$ cat src/rtl/regfile_debug_arbiter_pkg.sv
// Shared types and constants for the register-file port-A debug arbiter.
package regfile_debug_arbiter_pkg;

   typedef enum logic [2:0] {
      DBG_ST_IDLE,
      DBG_ST_WAIT_SLOT,
      DBG_ST_ACCESS,
      DBG_ST_CAPTURE,
      DBG_ST_DONE
   } dbg_state_t;

   localparam logic DBG_WE_READ  = 1'b0;
   localparam logic DBG_WE_WRITE = 1'b1;

   localparam logic [1:0] REG_BYTE_ENX_BOTH = 2'b11;

   // Reads may only use FETCH (or HALT); writes may also use DECODE.
   function automatic logic dbg_slot(input logic we, input logic fetch,
                                     input logic decode, input logic halt);
      return fetch | halt | ((we == DBG_WE_WRITE) & decode);
   endfunction

endpackage

$ cat src/rtl/regfile_debug_arbiter_if.sv
// Debug requester bus: level request held until a one-cycle ACK pulse.
interface regfile_debug_arbiter_if #(
   parameter int unsigned DATA_W = 16,
   parameter int unsigned ADDR_W = 4
) ();

   logic              DBG_REQ;
   logic              DBG_WE;
   logic [ADDR_W-1:0] DBG_ADDR;
   logic [DATA_W-1:0] DBG_WDATA;
   logic              DBG_ACK;
   logic              DBG_ERR;
   logic [DATA_W-1:0] DBG_RDATA;

   modport master (
      output DBG_REQ, DBG_WE, DBG_ADDR, DBG_WDATA,
      input  DBG_ACK, DBG_ERR, DBG_RDATA
   );

   modport slave (
      input  DBG_REQ, DBG_WE, DBG_ADDR, DBG_WDATA,
      output DBG_ACK, DBG_ERR, DBG_RDATA
   );

endinterface

$ cat src/rtl/regfile_debug_arbiter.sv
// Shares register-file port A between the core and a debug requester; the core
// always wins and debug accesses are slotted into idle phases or HALT.
module regfile_debug_arbiter
   import regfile_debug_arbiter_pkg::*;
#(
   parameter int unsigned DATA_W   = 16,
   parameter int unsigned ADDR_W   = 4,
   parameter int unsigned MAX_WAIT = 15
) (
   input  logic              CLK,
   input  logic              RESET,
   input  logic              FETCH,
   input  logic              DECODE,
   input  logic              HALT,
   input  logic              CORE_REGA_EN,
   input  logic              CORE_REGA_WEN,
   input  logic [1:0]        CORE_BYTE_EN,
   input  logic [ADDR_W-1:0] CORE_ADDRA,
   input  logic [DATA_W-1:0] REGA_DOUT,
   regfile_debug_arbiter_if.slave dbg,
   output logic              REGA_EN,
   output logic              REGA_WEN,
   output logic [1:0]        REGA_BYTE_EN,
   output logic [ADDR_W-1:0] ADDRA,
   output logic              DIN_SEL,
   output logic [DATA_W-1:0] DBG_WDATA_Q
);

   localparam int unsigned CNT_W = (MAX_WAIT < 1) ? 1 : $clog2(MAX_WAIT + 1);
   localparam logic [CNT_W-1:0] MAX_CNT = CNT_W'(MAX_WAIT);

   dbg_state_t        state;
   dbg_state_t        state_nxt;
   logic              we_q;
   logic [ADDR_W-1:0] addr_q;
   logic [CNT_W-1:0]  cnt;
   logic              err_q;
   logic [DATA_W-1:0] rdata_q;
   logic              go;

   assign go = dbg_slot(we_q, FETCH, DECODE, HALT) & ~CORE_REGA_EN;

   always_ff @(posedge CLK or posedge RESET) begin
      if (RESET) state <= DBG_ST_IDLE;
      else       state <= state_nxt;
   end

   always_comb begin
      state_nxt = state;
      case (state)
         DBG_ST_IDLE:      if (dbg.DBG_REQ) state_nxt = DBG_ST_WAIT_SLOT;
         DBG_ST_WAIT_SLOT: begin
            if (go)                  state_nxt = DBG_ST_ACCESS;
            else if (cnt == MAX_CNT) state_nxt = DBG_ST_DONE;
         end
         DBG_ST_ACCESS:    state_nxt = (we_q == DBG_WE_READ) ? DBG_ST_CAPTURE : DBG_ST_DONE;
         DBG_ST_CAPTURE:   state_nxt = DBG_ST_DONE;
         DBG_ST_DONE:      state_nxt = DBG_ST_IDLE;
         default:          state_nxt = DBG_ST_IDLE;
      endcase
   end

   // Request fields are captured only on accept; the counter stops at MAX_CNT.
   always_ff @(posedge CLK or posedge RESET) begin
      if (RESET) begin
         we_q        <= DBG_WE_READ;
         addr_q      <= '0;
         DBG_WDATA_Q <= '0;
         cnt         <= '0;
         err_q       <= 1'b0;
         rdata_q     <= '0;
      end else begin
         case (state)
            DBG_ST_IDLE: if (dbg.DBG_REQ) begin
               we_q        <= dbg.DBG_WE;
               addr_q      <= dbg.DBG_ADDR;
               DBG_WDATA_Q <= dbg.DBG_WDATA;
               cnt         <= '0;
               err_q       <= 1'b0;
            end
            DBG_ST_WAIT_SLOT: if (!go) begin
               if (cnt == MAX_CNT) err_q <= 1'b1;
               else                cnt   <= cnt + 1'b1;
            end
            DBG_ST_CAPTURE: rdata_q <= REGA_DOUT;
            default: ;
         endcase
      end
   end

   always_comb begin
      REGA_EN       = CORE_REGA_EN;
      REGA_WEN      = CORE_REGA_WEN;
      REGA_BYTE_EN  = CORE_BYTE_EN;
      ADDRA         = CORE_ADDRA;
      DIN_SEL       = 1'b0;
      dbg.DBG_ACK   = 1'b0;
      dbg.DBG_ERR   = 1'b0;
      dbg.DBG_RDATA = rdata_q;
      case (state)
         DBG_ST_ACCESS: begin
            REGA_EN      = 1'b1;
            REGA_WEN     = (we_q == DBG_WE_WRITE);
            REGA_BYTE_EN = REG_BYTE_ENX_BOTH;
            ADDRA        = addr_q;
            DIN_SEL      = (we_q == DBG_WE_WRITE);
         end
         DBG_ST_DONE: begin
            dbg.DBG_ACK = 1'b1;
            dbg.DBG_ERR = err_q;
         end
         default: ;
      endcase
   end

endmodule

$ cat src/flat_wrapper.sv
// flat-port wrapper written by rule: the top's interface ports become plain ports
module regfile_debug_arbiter_flat import regfile_debug_arbiter_pkg::*;
#(
   parameter int unsigned DATA_W   = 16,
   parameter int unsigned ADDR_W   = 4,
   parameter int unsigned MAX_WAIT = 15
)
  (CLK, RESET, FETCH, DECODE, HALT, CORE_REGA_EN, CORE_REGA_WEN, CORE_BYTE_EN, CORE_ADDRA, REGA_DOUT, REGA_EN, REGA_WEN, REGA_BYTE_EN, ADDRA, DIN_SEL, DBG_WDATA_Q, dbg_DBG_REQ, dbg_DBG_WE, dbg_DBG_ADDR, dbg_DBG_WDATA, dbg_DBG_ACK, dbg_DBG_ERR, dbg_DBG_RDATA);
  regfile_debug_arbiter_if #(.DATA_W(DATA_W), .ADDR_W(ADDR_W)) dbg_i ();
  input  logic CLK;
  input  logic RESET;
  input  logic FETCH;
  input  logic DECODE;
  input  logic HALT;
  input  logic CORE_REGA_EN;
  input  logic CORE_REGA_WEN;
  input  logic [1:0] CORE_BYTE_EN;
  input  logic [ADDR_W-1:0] CORE_ADDRA;
  input  logic [DATA_W-1:0] REGA_DOUT;
  output logic REGA_EN;
  output logic REGA_WEN;
  output logic [1:0] REGA_BYTE_EN;
  output logic [ADDR_W-1:0] ADDRA;
  output logic DIN_SEL;
  output logic [DATA_W-1:0] DBG_WDATA_Q;
  input wire logic [$bits(dbg_i.DBG_REQ)-1:0] dbg_DBG_REQ;
  input wire logic [$bits(dbg_i.DBG_WE)-1:0] dbg_DBG_WE;
  input wire logic [$bits(dbg_i.DBG_ADDR)-1:0] dbg_DBG_ADDR;
  input wire logic [$bits(dbg_i.DBG_WDATA)-1:0] dbg_DBG_WDATA;
  output wire logic [$bits(dbg_i.DBG_ACK)-1:0] dbg_DBG_ACK;
  output wire logic [$bits(dbg_i.DBG_ERR)-1:0] dbg_DBG_ERR;
  output wire logic [$bits(dbg_i.DBG_RDATA)-1:0] dbg_DBG_RDATA;
  assign dbg_i.DBG_REQ = dbg_DBG_REQ;
  assign dbg_i.DBG_WE = dbg_DBG_WE;
  assign dbg_i.DBG_ADDR = dbg_DBG_ADDR;
  assign dbg_i.DBG_WDATA = dbg_DBG_WDATA;
  assign dbg_DBG_ACK = dbg_i.DBG_ACK;
  assign dbg_DBG_ERR = dbg_i.DBG_ERR;
  assign dbg_DBG_RDATA = dbg_i.DBG_RDATA;
  regfile_debug_arbiter #(.DATA_W(DATA_W), .ADDR_W(ADDR_W), .MAX_WAIT(MAX_WAIT)) u_core (.CLK(CLK), .RESET(RESET), .FETCH(FETCH), .DECODE(DECODE), .HALT(HALT), .CORE_REGA_EN(CORE_REGA_EN), .CORE_REGA_WEN(CORE_REGA_WEN), .CORE_BYTE_EN(CORE_BYTE_EN), .CORE_ADDRA(CORE_ADDRA), .REGA_DOUT(REGA_DOUT), .dbg(dbg_i), .REGA_EN(REGA_EN), .REGA_WEN(REGA_WEN), .REGA_BYTE_EN(REGA_BYTE_EN), .ADDRA(ADDRA), .DIN_SEL(DIN_SEL), .DBG_WDATA_Q(DBG_WDATA_Q));
endmodule
$ cat config.mk
export PLATFORM = sky130hd
export DESIGN_NAME = regfile_debug_arbiter_flat
export DESIGN_NICKNAME = d
export VERILOG_FILES = /design/src/rtl/regfile_debug_arbiter_pkg.sv /design/src/rtl/regfile_debug_arbiter_if.sv /design/src/rtl/regfile_debug_arbiter.sv /design/src/flat_wrapper.sv
export SDC_FILE = /design/constraint.sdc
export NUM_CORES = 1
export LEC_CHECK = 0
export ABC_AREA = 1
export CORE_UTILIZATION = 45
export CTS_CLUSTER_SIZE = 8
export DETAILED_ROUTE_END_ITERATION = 8
export MAX_ROUTING_LAYER = met4
export PLACE_DENSITY = 0.86
export SETUP_SLACK_MARGIN = 0.5
export SYNTH_ARGS = -nofsm -noshare
export SYNTH_HDL_FRONTEND = slang
export SYNTH_SLANG_ARGS = --single-unit
$ cat constraint.sdc
create_clock -name CLK -period 2 [get_ports CLK]
set_input_delay 0.3 -clock CLK [delete_from_list [all_inputs] [get_ports CLK]]
set_output_delay 0.3 -clock CLK [all_outputs]
set_load 0.01 [all_outputs]
==> reports/results.txt, run 1 <==
status -> completed
Max-Cap Viols -> 0
Top Metal Used -> met4
Iter 0 DRT Violations -> 82
WL met3 -> 297 um
setup TNS -> 0 ns
layout cells sized above 1 -> 21.91%
Static Leakage -> 1.885 nW
R2R cell count -> 9
Critical Path RT -> 1.70 ns
vias in the first global route -> 1775
Comb pwr share -> 51.0%
Yosys cell types -> 23
Clk Latency, worst-skew pair -> 0.29 ns
RSZ-0062 raised after global routing -> yes
IO Port Bufs -> 93
launch point of the worst reg-to-reg path -> u_core.state[1]
met2 WL -> 2.447 mm
worst reg2reg endpoint -> u_core.err_q
Hold Path Class -> in -> async
Mapped Area -> 2079 um2
die span in y -> 69.98 um
Clock Path Buffers -> 2
Initial Util -> 47.43%
met1 WL -> 1.933 mm
die area -> 4897 um2
sequential fraction of the synthesis area -> 54.15%
WL final -> 4.791 mm
Clk pwr share -> 13.7%
Die X -> 69.98 um
syn avg cell area -> 9.717 um2
gp weighted congestion -> 0.7508
CTS clock-pin slew for the worst setup and hold paths -> 0.08 ns
Root Buffer -> clkbuf_8
Storage cell area -> 1126 um2
fin crit period -> 1.682 ns
DR WL/cell -> 12.74 um
core area -> 4384 um2
Synth Instances -> 214
switching share of power -> 35.55%
final setup fails -> 0
max_slew headroom -> 67.78%
crit share post-route -> 84.08%
post-synthesis register bit count -> 45
Pint -> 0.002823 W
Sink Count -> 45
largest net degree at the start of global routing -> 27
Psw -> 0.001557 W
Slew @ Worst Pin -> 0.4826 ns
CP Launch Type -> register
fmax -> 594.6 MHz
Post-Place Worst Slack -> 0.09612 ns
clock tree from TritonCTS -> built
HPWL Detailed -> 3.199 mm
CP Data Arrival Time -> 1.38 ns
area of the multi-input gates -> 830.8 um2
Post-DRT Antenna Nets -> 0
# IOs -> 94
nets -> 375
drt drc -> 0
Worst VDD drop -> 0.7132 mV
P&R area growth vs syn -> 60.41%
setup ws final -> 0.3183 ns
Cells after DPL -> 357
fin util -> 76.08%
CP Capture Type -> output port
first-pass GRT wire length -> 7.672 mm
CP Class -> reg -> out
# diodes -> 0
number of H-tree levels -> 2
Ys Warns -> 0
critical path fanouts, max -> 5
Syn Nets -> 266
Initial DRT Pass Iterations -> 4
Layout Cells excl Fill -> 376
worst clock skew -> 0.005524 ns
drt via density -> 4.729
initial antenna violation count -> 0
Max Slew Vio Count -> 0
PwrDens -> 1313 nW/um2
sequential power share -> 35.3%
hold buffer count at CTS -> 0
Remaining Overflow, GRT -> 0
final hold violation count -> 0
Rows -> 24
internal reg-to-reg setup slack -> 0.56 ns
global-route usage over all layers -> 20.13%
layout filler cell count -> 311
DR vias -> 1778
TritonCTS buffer count -> 5
[Yosys cell counts]
master	n	area, um2
a21oi_1	7	35.03
and3_1	1	6.260
buf_4	2	15.01
buf_6	4	45.04
clkbuf_1	2	7.510
dfrtp_1	45	1126
ha_1	1	12.51
inv_1	29	108.9
inv_2	1	3.750
mux2_2	6	67.56
mux2_4	10	150.1
nand2_1	51	191.4
nand2_4	1	11.26
nand3_1	9	45.04
nand3_2	1	10.01
nand3_4	2	35.03
nand4_1	2	12.51
nor2_1	14	52.55
nor2_4	2	22.52
nor3_1	2	10.01
o21ai_0	15	75.07
o21ai_1	6	30.03
or2_2	1	6.260
[critical path: stages (launching register included)]
cell and delay, ns:
dfrtp_1 0.42, buf_6 0.15, nand3_4 0.08, buf_6 0.13, nand2_1 0.05, o21ai_0 0.09
buf_2 0.17
[registers in the layout, indices dropped and copies added, names as in the netlist]
name                  cells
u_core.cnt                4
u_core.state              3
u_core.addr_q             4
u_core.err_q              1
u_core.dbg.DBG_RDATA     16
u_core.we_q               1
u_core.DBG_WDATA_Q       16
[through the flow]
stage | hold slack [ns] | cell area, um2 | total power, W
after floorplan | 0.4295 | 2079 | 0.002716
after global routing | 0.3883 | 3336 | 0.004705
final | 0.3428 | 3336 | 0.004380
after detailed placement | 0.4800 | 3065 | 0.003719
after global placement | 0.4659 | 3065 | 0.003655
after CTS | 0.3565 | 3224 | 0.004395
[cell families (layout without fill, tap and decap cells)]
family,after synthesis,in the layout,synth area share (%)
AND/OR/NAND/NOR,86,87,19.37
flip-flops,45,45,54.15
buffers and inverters,38,147,8.664
AO/OA/AOI/OAI,28,28,6.739
multiplexers,16,16,10.47
adder cells (fa/ha/maj),1,1,0.6016
[timing repair]
item	in CTS	in global routing
endpoints found under the hold margin	0	0
setup endpoints to repair	20	36
buffers inserted	8	2
pin swaps	2	1
cloned	1	0
gates resized for setup	61	34
[power groups by stage]
stage | clock network, W | logic [W] | registers [W]
after floorplan | 0 | 0.00101 | 0.00171
after global placement | 0 | 0.00211 | 0.00155
after detailed placement | 0 | 0.00217 | 0.00155
after CTS | 0.000620 | 0.00223 | 0.00155
after global routing | 0.000661 | 0.00245 | 0.00160
final | 0.000601 | 0.00223 | 0.00154
[cell usage in the layout, fill, tap and decap left out, drive strengths merged, types with 13 or more instances in the layout]
cell,synthesis,final
clkdlybuf4s50,0,51
mux2,16,16
buf,6,25
dfrtp,45,45
o21ai,21,21
nand3,12,13
nor2,16,16
nand2,52,52
dlymetal6s2s,0,22
inv,30,30
[per-layer routing]
layer  global-route usage [%]  vias to the layer above
met3                    5.339                       10
met4                    7.333                        0
met1                    23.41                      803
met5                        -                        -
met2                    33.55                       68
li1                         -                      897
[worst max-delay path by stage]
stage / start / end / slack [ns] / depth (start not counted)
floorplan: u_core.state[0] / ADDRA[0] / 0.54 / 4
global placement: u_core.state[0] / ADDRA[1] / 0.15 / 4
detailed placement: u_core.state[0] / ADDRA[0] / 0.1 / 4
CTS: u_core.state[0] / ADDRA[0] / 0.41 / 6
global route: u_core.state[1] / ADDRA[0] / 0.28 / 6
finish: u_core.state[1] / ADDRA[0] / 0.32 / 6
[layout make-up]
type / count / share of cell area [%]
clock inverter: 1 / 0.1500
clock buffer: 7 / 2.888
inverter: 30 / 3.376
tap: 52 / 1.950
multi-input combinational: 132 / 24.91
sequential: 45 / 33.76
timing repair buffer: 109 / 32.97
Power figures use the tool's default switching activity.
==> run 2: changes to the inputs <==
Settings changed: CORE_UTILIZATION 45 to 41, PLACE_DENSITY 0.86 to 0.79.
Clock period 2 ns to 1.6 ns, I/O delays scaled along.
==> reports/results.txt, run 2 (synthesis results as in run 1) <==
status -> finished with violations
failing checks -> setup timing
CP Capture Type -> output port
critical path depth in cells -> 7 (+1)
# IOs -> 94 (unchanged)
Remaining Overflow, GRT -> 0 (unchanged)
Die X -> 73.22 um (+4.6%)
fin crit period -> 1.649 ns
launch point of the worst reg-to-reg path -> u_core.state[0]
Sink Count -> 45 (unchanged)
gp weighted congestion -> 0.7782 (+3.6%)
nets -> 398 (+6.1%)
met2 WL -> 2.933 mm (+20%)
critical path fanouts, max -> 7 (+2)
CP Class -> reg -> out
max_slew headroom -> 83.90% (+16 points)
DR WL/cell -> 13.68 um (+7.4%)
R2R cell count -> 8 (-1)
core area -> 4786 um2 (+9.2%)
Root Buffer -> clkbuf_8
CP Data Arrival Time -> 1.41 ns (+0.03 ns)
Initial Util -> 43.45% (-4.0 points)
drt via density -> 4.589 (-2.9%)
worst reg2reg endpoint -> u_core.DBG_WDATA_Q[11]
initial antenna violation count -> 0 (unchanged)
HPWL Detailed -> 3.547 mm (+11%)
Clock Path Buffers -> 2 (unchanged)
Worst VDD drop -> 0.9057 mV (+27%)
P&R area growth vs syn -> 73.89%
# diodes -> 0 (unchanged)
IO Port Bufs -> 93 (unchanged)
CTS clock-pin slew for the worst setup and hold paths -> 0.09 ns (about the same)
largest net degree at the start of global routing -> 46 (+70%)
layout cells sized above 1 -> 44.67% (+23 points)
RSZ-0062 raised after global routing -> yes
Iter 0 DRT Violations -> 62 (-24%)
internal reg-to-reg setup slack -> 0.04 ns (-0.52 ns)
global-route usage over all layers -> 22.66% (+2.5 points)
hold buffer count at CTS -> 0 (unchanged)
setup ws final -> -0.04871 ns (-0.3670 ns)
worst clock skew -> 0.008873 ns (+0.003348 ns)
CP Launch Type -> register
Static Leakage -> 1.870 nW (-0.80%)
met1 WL -> 2.379 mm (+23%)
PwrDens -> 1737 nW/um2 (+32%)
die span in y -> 73.22 um (+4.6%)
final setup fails -> 2 (+2)
Initial DRT Pass Iterations -> 4 (unchanged)
critical-path cell list -> inv_2, nand3_4, buf_12, buf_16, nand2_2, o21ai_2, buf_2
number of H-tree levels -> 2 (unchanged)
Max Slew Vio Count -> 0 (unchanged)
final hold violation count -> 0 (unchanged)
most common cell after layout, fill and taps aside -> clkdlybuf4s50_1
WL met3 -> 266 um (-10%)
Tot Pwr -> 0.006280 W (+43%)
Post-DRT Antenna Nets -> 0 (unchanged)
Clk Latency, worst-skew pair -> 0.30 ns (about the same)
Slew @ Worst Pin -> 0.2415 ns (-0.2411 ns)
Hold Path Class -> in -> async
drt drc -> 0 (unchanged)
vias in the first global route -> 1892 (+6.6%)
commonest non-fill, non-tap cells in the layout -> clkdlybuf4s50_1, buf_2, dfrtp_1
WL final -> 5.665 mm (+18%)
Worst Path Buf+Inv -> 4 (+1)
Max-Cap Viols -> 0 (unchanged)
Top Metal Used -> met4
Worst path top cell family by delay -> buffers and inverters
Critical Path RT -> 1.36 ns (-0.34 ns)
TritonCTS buffer count -> 5 (unchanged)
first-pass GRT wire length -> 8.776 mm (+14%)
die area -> 5360 um2 (+9.5%)
crit share post-route -> 103.0%
clock tree from TritonCTS -> built
crit path to -> REGA_WEN
CP peak stage delay -> 0.42 ns (about the same)
DR vias -> 1900 (+6.9%)
Hold WS -> 0.3473 ns (+0.004479 ns)
Rows -> 25 (+4.2%)
Slowest-stage cell, CP -> dfrtp_2
fmax -> 606.5 MHz
Worst Setup SP -> u_core.state[0]
run 2: cell count changes in the layout (fill, tap and decap cells not counted), sizes merged:
cell / delta
buf: +58
clkdlybuf4s15: -2
clkdlybuf4s50: -1
clkinvlp: +1
dlygate4sd2: -9
dlymetal6s2s: -22
inv: -1
nand3: -1
run 2: per-stage QoR:
stage | area (um2) | TNS [ns] | utilization [%] | std cells | setup slack, ns
after floorplan | 2176 | 0 | - | 214 | 0.4022
after global placement | 3232 | 0 | 67.53 | 377 | 0.01809
after detailed placement | 3232 | -0.04556 | 67.53 | 377 | -0.02477
after CTS | 3526 | -0.05387 | 73.67 | 408 | -0.02799
after global routing | 3616 | -0.4056 | 75.56 | 414 | -0.1002
final | 3616 | -0.07760 | 75.56 | 414 | -0.04871
run 2: worst min path at each step:
stage                       startpoint                       to  slack [ns]
after floorplan                  RESET    u_core.DBG_WDATA_Q[0]        0.25
after global placement    u_core.err_q             u_core.err_q        0.46
after detailed placement  u_core.err_q             u_core.err_q        0.48
after CTS                        RESET  u_core.dbg.DBG_RDATA[2]        0.36
after global routing             RESET            u_core.cnt[3]        0.37
final                            RESET            u_core.cnt[3]        0.35
run 2: final cells by class:
class / count / area (um2)
clock inverter: 1 / 5.005
fill: 363 / 1170
inverter: 30 / 118.9
multi-input combinational: 131 / 945.9
tap: 67 / 83.83
clock buffer: 7 / 96.34
sequential: 45 / 1129
timing repair buffer: 133 / 1237
run 2: timing repair:
item                       in CTS  in global routing
pin swaps                       8                  7
resized for setup             209                 10
gates cloned                    5                  0
setup endpoints to repair      88                 62
setup buffers                  18                  6
run 2: per-layer routing:
metal / vias to the layer above / GRT usage, %
met4: 0 / 7.625
met3: 8 / 4.144
met5: - / -
met2: 63 / 39.51
met1: 888 / 26.16
li1: 941 / -
run 2: report_power, final:
part           switching [W]  total [W]  leakage, nW  internal, W
Combinational        0.00164    0.00357         1.27      0.00193
Clock               0.000380   0.000771       0.0542     0.000391
Sequential          0.000277    0.00194        0.543      0.00167
Total                0.00229    0.00628         1.87      0.00399
run 2: tightest hold or removal path, delay by kind of cell:
kind | cells | cell delay [ns]
buffers and inverters | 3 | 0.79
